### src/rtl/rc_frame_scheduler.sv
// Frame scheduler for a bank of RC receiver readers: captures each channel's fresh
// width after its PWM falling edge, tracks signal loss and publishes coherent frames.
module rc_frame_scheduler #(
    parameter int                NUM_CH        = 4,
    parameter int                DATA_W        = 8,
    parameter int                SETTLE_CYCLES = 2,
    parameter int                TICK_DIV      = 208,
    parameter int                TIMEOUT_TICKS = 6400,
    parameter logic [DATA_W-1:0] FAILSAFE_VAL  = '0
) (
    input  logic                     sys_clk,
    input  logic                     sys_rst_n,
    input  logic [NUM_CH-1:0]        pwm_in,
    input  logic [NUM_CH*DATA_W-1:0] ch_data,
    output logic [NUM_CH*DATA_W-1:0] frame_data,
    output logic                     frame_valid,
    input  logic                     frame_ready,
    output logic [NUM_CH-1:0]        ch_lost,
    output logic                     failsafe,
    output logic                     frame_overrun
);
    localparam int SET_W = $clog2(SETTLE_CYCLES + 1);
    localparam int TMR_W = $clog2(TIMEOUT_TICKS + 1);
    localparam int PRE_W = $clog2(TICK_DIV);
    localparam logic [SET_W-1:0] SETTLE_LOAD = SET_W'(SETTLE_CYCLES);
    localparam logic [TMR_W-1:0] TIMEOUT_MAX = TMR_W'(TIMEOUT_TICKS);
    localparam logic [PRE_W-1:0] PRE_LAST    = PRE_W'(TICK_DIV - 1);

    typedef enum logic {
        S_COLLECT,
        S_PUBLISH
    } state_t;

    state_t                        state_q, state_d;
    // sync1/sync2 form the synchroniser; sync3 is the previous synchronised value.
    logic [NUM_CH-1:0]             sync1_q, sync1_d;
    logic [NUM_CH-1:0]             sync2_q, sync2_d;
    logic [NUM_CH-1:0]             sync3_q, sync3_d;
    logic [NUM_CH-1:0][SET_W-1:0]  settle_q, settle_d;
    logic [NUM_CH-1:0][DATA_W-1:0] shadow_q, shadow_d;
    logic [NUM_CH-1:0][TMR_W-1:0]  timer_q, timer_d;
    logic [NUM_CH-1:0]             cap_q, cap_d;
    logic [NUM_CH-1:0]             lost_q, lost_d;
    logic [PRE_W-1:0]              pre_q, pre_d;
    logic [NUM_CH*DATA_W-1:0]      frame_data_q, frame_data_d;
    logic                          frame_valid_q, frame_valid_d;
    logic                          overrun_q, overrun_d;
    logic                          failsafe_q, failsafe_d;

    logic [NUM_CH-1:0] rise, fall, capture, cap_base;
    logic              tick, launch, handshake, overrun_set;

    always_comb begin
        // NOTE: every combinational output gets a default first so no path can infer a latch.
        state_d       = state_q;
        sync1_d       = pwm_in;
        sync2_d       = sync1_q;
        sync3_d       = sync2_q;
        settle_d      = settle_q;
        shadow_d      = shadow_q;
        timer_d       = timer_q;
        lost_d        = lost_q;
        frame_data_d  = frame_data_q;
        frame_valid_d = frame_valid_q;
        overrun_set   = 1'b0;

        rise = sync2_q & ~sync3_q;
        fall = ~sync2_q & sync3_q;

        tick  = (pre_q == PRE_LAST);
        pre_d = tick ? '0 : pre_q + PRE_W'(1);

        launch    = (state_q == S_COLLECT) && (&(cap_q | lost_q)) && (|cap_q);
        handshake = (state_q == S_PUBLISH) && frame_ready;

        cap_base = cap_q;
        if (launch) begin
            for (int i = 0; i < NUM_CH; i++) begin
                frame_data_d[i*DATA_W +: DATA_W] = cap_q[i] ? shadow_q[i] : FAILSAFE_VAL;
            end
            frame_valid_d = 1'b1;
            state_d       = S_PUBLISH;
            cap_base      = '0;
        end
        if (handshake) begin
            frame_valid_d = 1'b0;
            state_d       = S_COLLECT;
        end

        cap_d = cap_base;
        for (int i = 0; i < NUM_CH; i++) begin
            // A fresh fall restarts the settle window instead of completing the old one.
            capture[i] = (settle_q[i] == SET_W'(1)) && !fall[i];
            if (fall[i]) begin
                settle_d[i] = SETTLE_LOAD;
            end else if (settle_q[i] != '0) begin
                settle_d[i] = settle_q[i] - SET_W'(1);
            end

            if (capture[i]) begin
                shadow_d[i] = ch_data[i*DATA_W +: DATA_W];
                cap_d[i]    = 1'b1;
                if (cap_base[i]) begin
                    overrun_set = 1'b1;
                end
            end

            if (rise[i]) begin
                timer_d[i] = '0;
                lost_d[i]  = 1'b0;
            end else begin
                if (tick && (timer_q[i] != TIMEOUT_MAX)) begin
                    timer_d[i] = timer_q[i] + TMR_W'(1);
                end
                if (timer_q[i] == TIMEOUT_MAX) begin
                    lost_d[i] = 1'b1;
                    cap_d[i]  = 1'b0;
                end
            end
        end

        overrun_d  = overrun_set | (overrun_q & ~handshake);
        failsafe_d = |lost_d;
    end

    // NOTE: sequential state uses non-blocking assignments only, so every flop samples pre-edge values.
    always_ff @(posedge sys_clk or negedge sys_rst_n) begin
        if (!sys_rst_n) begin
            state_q       <= S_COLLECT;
            sync1_q       <= '0;
            sync2_q       <= '0;
            sync3_q       <= '0;
            settle_q      <= '0;
            // NOTE: the shadow bank is tiny, so it is reset along with cap to leave no stale samples.
            shadow_q      <= '0;
            timer_q       <= '0;
            cap_q         <= '0;
            lost_q        <= '0;
            pre_q         <= '0;
            frame_data_q  <= '0;
            frame_valid_q <= 1'b0;
            overrun_q     <= 1'b0;
            failsafe_q    <= 1'b0;
        end else begin
            state_q       <= state_d;
            sync1_q       <= sync1_d;
            sync2_q       <= sync2_d;
            sync3_q       <= sync3_d;
            settle_q      <= settle_d;
            shadow_q      <= shadow_d;
            timer_q       <= timer_d;
            cap_q         <= cap_d;
            lost_q        <= lost_d;
            pre_q         <= pre_d;
            frame_data_q  <= frame_data_d;
            frame_valid_q <= frame_valid_d;
            overrun_q     <= overrun_d;
            failsafe_q    <= failsafe_d;
        end
    end

    assign frame_data    = frame_data_q;
    assign frame_valid   = frame_valid_q;
    assign ch_lost       = lost_q;
    assign failsafe      = failsafe_q;
    assign frame_overrun = overrun_q;
endmodule

### config.mk
export PLATFORM = sky130hd
export DESIGN_NAME = rc_frame_scheduler
export DESIGN_NICKNAME = d
export VERILOG_FILES = /design/src/rtl/rc_frame_scheduler.sv
export SDC_FILE = /design/constraint.sdc
export NUM_CORES = 1
export LEC_CHECK = 0
export ABC_AREA = 1
export BUFFER_PORTS_ARGS = -buffer_cell sky130_fd_sc_hd__buf_2
export CAP_MARGIN = 40
export CORE_AREA = 5 5 131 133
export CTS_CLUSTER_SIZE = 10
export DETAILED_ROUTE_END_ITERATION = 12
export DIE_AREA = 0 0 136 138
export PLACE_DENSITY = 0.69
export SYNTH_ARGS = -nofsm -noshare
export SYNTH_HDL_FRONTEND = slang
export SYNTH_SLANG_ARGS = --single-unit
### constraint.sdc
create_clock -name sys_clk -period 1.7 [get_ports sys_clk]
set_input_delay 0.17 -clock sys_clk [delete_from_list [all_inputs] [get_ports sys_clk]]
set_output_delay 0.17 -clock sys_clk [all_outputs]
set_load 0.03 [all_outputs]
Word level (Yosys, flattened, before mapping):

Cells that the tools add are included.

* mux-type cells: 52
* reduce and logical (&&, ||, !) cells: 31
* bitwise operators: 9
* equality and inequality tests: 13
* add/subtract/negate cells: 9
* multiply operators: 0
* divide/modulo/power cells: 0
* $lt $le $gt $ge: 0
* shifts and indexed selects: 0

Operator list (number)
* 13-bit two-way mux: 8
* 13-bit by 1-bit adder with 13-bit output (second input constant): 4
* 13-bit equality test (second input constant): 4
* 13-bit != test (second input constant): 4
* 8-bit two-way mux: 5
* 1-bit two-way mux: 30
* 2-bit nonzero test: 13
* 2-bit two-way mux: 8
* 1-bit logical AND: 11
* 8-bit by 1-bit adder with 8-bit output (second input constant): 1
* 4-bit AND: 2
* 2-bit by 1-bit equality test with 1-bit output (second input constant): 4
* 8-bit equality test (second input constant): 1
* 4-bit inverter: 2
* 4-bit OR reduction: 2
* 2-bit by 1-bit subtractor with 2-bit output (second input constant): 4
* 1-bit zero test: 4
* 4-bit two-way mux: 1
* 4-bit bitwise OR: 1
* 4-bit AND reduction: 1
* 1-bit inverter: 2
* 1-bit AND: 1
* 1-bit bitwise OR: 1

* bits in latches: 0
* bits of input ports: 39
* bits in writable memories: 0
* memories kept: 0
* bits in read-only memories: 0
* word-level logic and storage cells: 136
* output and inout bits: 39
* register bits after elaboration: 155

Longest topological paths before layout:

* word-level depth: 14
* gate-level depth with buffers: 10

Least setup slack after synthesis:

OpenSTA, ideal clock, no wires.

* path type: register -> register
* start point: reg lost_q[1] (netlist: ch_lost[1])
* end point: reg cap_q[1]
* library setup time: 125 ps
* required time: 1575 ps
* arrival: 1330 ps
* path buffers: 1
* cell stages (with the launch flop): 9
* slack: 245 ps
* period minus slack after synthesis: 1455 ps
* cell sequence: dfrtp_1 > inv_1 > nand2_1 > nand2_1 > nor2_4 > nand2_4 > buf_2 > a21oi_1 > a21oi_1

* longest elaborated chain between the ends: 8

RTL lines
* start, declared: RTL line 43 `logic [NUM_CH-1:0] lost_q, lost_d;`
* start signal, assigned: RTL line 153 `lost_q <= lost_d;`
* 4-bit bitwise OR *: RTL line 73 `launch = (state_q == S_COLLECT) && (&(cap_q | lost_q)) && (|cap_q);`
* 4-bit AND reduction *: RTL line 73
* 1-bit logical AND * (2 in a row): RTL line 73
* 4-bit two-way mux *: RTL line 77 `if (launch) begin`
* 1-bit two-way mux *: RTL line 100 `if (capture[i]) begin`
* 1-bit two-way mux: RTL line 115 `if (timer_q[i] == TIMEOUT_MAX) begin`
* 1-bit two-way mux *: RTL line 108 `if (rise[i]) begin`
* named net cap_d[1]: RTL line 42 `logic [NUM_CH-1:0] cap_q, cap_d;`
* end signal, assigned: RTL line 152 `cap_q <= cap_d;`
* end, declared: RTL line 42

Mark *: on every way through the listed nets, which the timed path passes. The rest lies on a longest branch.
A chain may end at the register's enable or synchronous reset.

Worst setup path after layout:

* start point: reg timer_q[26] (netlist bit)
* end point: reg timer_q[36] (netlist bit)

* longest elaborated chain between the ends: 3

RTL lines
* start, declared: RTL line 41 `logic [NUM_CH-1:0][TMR_W-1:0] timer_q, timer_d;`
* start signal, assigned: RTL line 151 `timer_q <= timer_d;`
* 13-bit by 1-bit adder with 13-bit output / 13-bit != test (equally long branches): RTL line 113, 112
* 13-bit two-way mux / 1-bit logical AND (equally long branches): RTL line 112 `if (tick && (timer_q[i] != TIMEOUT_MAX)) begin`
* 13-bit two-way mux / 2-bit nonzero test (equally long branches)

Several ways; a longest one is shown, not always the timed one. The select of a mux whose other input is x is not followed.

==> out/results.ini <==
[timing]
layout_worst_path_cycle_share = 0.934
min_period_ps = 1590
setup_slack_ps = 112
slew_viol_final = 0
fin_setup_tns_ps = 0
tightest_slew_ps = 547
setup_viol = 0
hold_violations = 0
fmax_mhz = 630
skew_ps = 5.99
slew_headroom = 0.636

[final_layout]
synthToLayoutAreaGrowth_pct = 22.8
finalNetCount = 1176
layout_common_cells = 354 x nand2_1, 155 x dfrtp_1, 92 x nor2_1
n_antenna_cell = 0
drive_gt1_frac = 0.164
final_cells = 1347
n_fill_cell = 1363
final_common_cell = nand2_1

[place]
dp_hpwl_um = 12400
gp_congestion = 0.902
place_ws_ps = 12.7
port_buffers = 77
dp.cells = 1278

[critical_path]
cp.depth = 7
arrival_ps = 1900
crit_type = register to register
r2r_setup_slack_ps = 110
cp_max_fo = 9
end_kind = register
crit_top_cell = nand2_2
cp_cell_sequence = inv_1, ha_1, nand2_1, nor3b_2, nand2_2, nand2_2, o21ai_1
path_buf_inv = 1
cp_slowest_cell = dfrtp_1
r2r_start = timer_q[26]$_DFFE_PN0P_
crit_family = simple AND/OR/NAND/NOR gates
cp_slowest_stage_delay_ps = 430
r2r_cells = 7
cp.required_ps = 2010
cp-start-kind = register
worstReg2RegEnd = timer_q[36]$_DFFE_PN0P_

[floorplan]
design.die.area_um2 = 18800
core_area_um2 = 15700
fp.dieW_um = 136
rows = 46
die_h_um = 138
num_io_pins = 78
start_util = 0.495

[min_path]
hold_class = input port to asynchronous set/reset pin

[synth]
ys_seq_area_frac = 0.499
yosysWarnings = 0
syn_nets = 1032
ys_types = 31
avgSynthCellArea_um2 = 7.96
syn-cell-area_um2 = 7770
ys_seq_elements = 155
syn_inst = 976

[global_route]
grt_max_degree = 52
grt_use_total = 0.201
grt_pass1_wl_um = 31200
grt-ovfl-total = 0
antenna_found_initial = 0
grt_pass1_vias = 6587

[cts]
root_buffer = clkbuf_16
cts_made_buffers = 17
clockBufferDepth = 2
cts_tree = yes
clkLatencyLatePin_ps = 430
htreeDepth = 4
clkTransAtPathRegs_ps = 60
clock-sinks = 155

[detailed_routing]
first_pass_iters = 4
wl_per_cell_um = 13.2
ant_nets = 0
routed_wl_um = 17800
vias = 6642
drc = 0
drt-initial-drc-count = 424
via_per_inst = 4.93

[flow_run]
cap_violations = 0

[pwr]
power_density_nw_per_um2 = 1330
power_mw = 12.7
leakage_nw = 4.78
vdd_drop_max_uv = 800

[run_status]
outcome = complete, no violations

==> logic make-up (layout without fill, tap and decap cells) <==
group,count (synthesis),count (layout),synth area share
xor+xnor,22,22,0.0248
simple gates,579,580,0.316
flops,155,155,0.499
compound gates,91,91,0.0696
buf+inv,112,266,0.0634
fa+ha+maj,17,17,0.0274
==> through the flow <==
stage / utilization / hold WS (ps) / instance area (um2)
6_report: 0.607 / 293 / 9540
5_1_grt: 0.607 / 346 / 9540
4_1_cts: 0.606 / 297 / 9520
3_5_place_dp: 0.546 / 175 / 8580
3_3_place_gp: 0.546 / 175 / 8580
2_1_floorplan: - / -126 / 7770
==> metal layers <==
metal | track usage | share of wire | vias to the layer above | wire length (um)
met4 | 0.0743 | 0.021 | 0 | 375
met2 | 0.328 | 0.48 | 110 | 8620
li1 | - | - | 3374 | -
met5 | 0 | 0 | - | 0
met3 | 0.0392 | 0.037 | 28 | 668
met1 | 0.267 | 0.46 | 3130 | 8160
==> registers in the layout, indices dropped and copies added, names as in the netlist <==
| register | count |
|---|---|
| frame_data | 32 |
| settle_q | 8 |
| failsafe | 1 |
| frame_valid | 1 |
| frame_overrun | 1 |
| shadow_q | 32 |
| ch_lost | 4 |
| pre_q | 8 |
| sync3_q | 4 |
| sync2_q | 4 |
| cap_q | 4 |
| timer_q | 52 |
| sync1_q | 4 |
==> worst max path at each step <==
| stage | from | endpoint | slack (ps) |
|---|---|---|---|
| floorplan | ch_lost[1]$_DFF_PN0_ | cap_q[1]$_DFF_PN0_ | 250 |
| global route | timer_q[26]$_DFFE_PN0P_ | timer_q[31]$_DFFE_PN0P_ | -3 |
| CTS | pre_q[0]$_DFF_PN0_ | timer_q[43]$_DFFE_PN0P_ | 6 |
| detailed placement | pre_q[0]$_DFF_PN0_ | timer_q[43]$_DFFE_PN0P_ | 10 |
| global placement | pre_q[0]$_DFF_PN0_ | timer_q[50]$_DFFE_PN0P_ | 70 |
| finish | timer_q[26]$_DFFE_PN0P_ | timer_q[36]$_DFFE_PN0P_ | 110 |
==> Yosys cell counts (all sizes together) <==
master	number	area, um2
inv	87	327
nor3b	1	12.5
clkbuf	6	22.5
o21ai	69	413
xnor2	2	17.5
xor2	20	175
buf	17	135
a21oi	14	70.1
nor4	1	6.26
nand4	20	125
o21bai	2	15.0
nor3	3	15.0
clkinv	2	8.75
a31oi	1	6.26
dfrtp	155	3880
ha	17	213
nand3	83	420
nor2	105	457
nand2	366	1420
o22ai	1	6.26
a21o	4	30.0
==> report_power, final <==
group	total, mW	internal, mW	leakage (nW)	switching, mW
Sequential	5.18	4.61	2.00	0.573
Clock	3.71	2.28	0.280	1.43
Combinational	3.81	1.32	2.51	2.48
Total	12.7	8.21	4.78	4.49
==> cell type report <==
type / instances / area [um2] / share of cell area
clock inverter: 9 / 124 / 0.0130
timing repair buffer: 147 / 1070 / 0.113
clock buffer: 21 / 440 / 0.0461
inverter: 89 / 335 / 0.0351
tap: 216 / 270 / 0.0283
sequential: 155 / 3880 / 0.406
multi-input combinational: 710 / 3420 / 0.358
==> timing repair <==
item / CTS / global route
buffers inserted: 0 / 0
gates resized for setup: 0 / 4
hold buffers: 38 / 0
setup endpoints to repair: 0 / 26
hold endpoints to repair: 84 / 0
No activity file was read; power rests on OpenSTA's default activity.
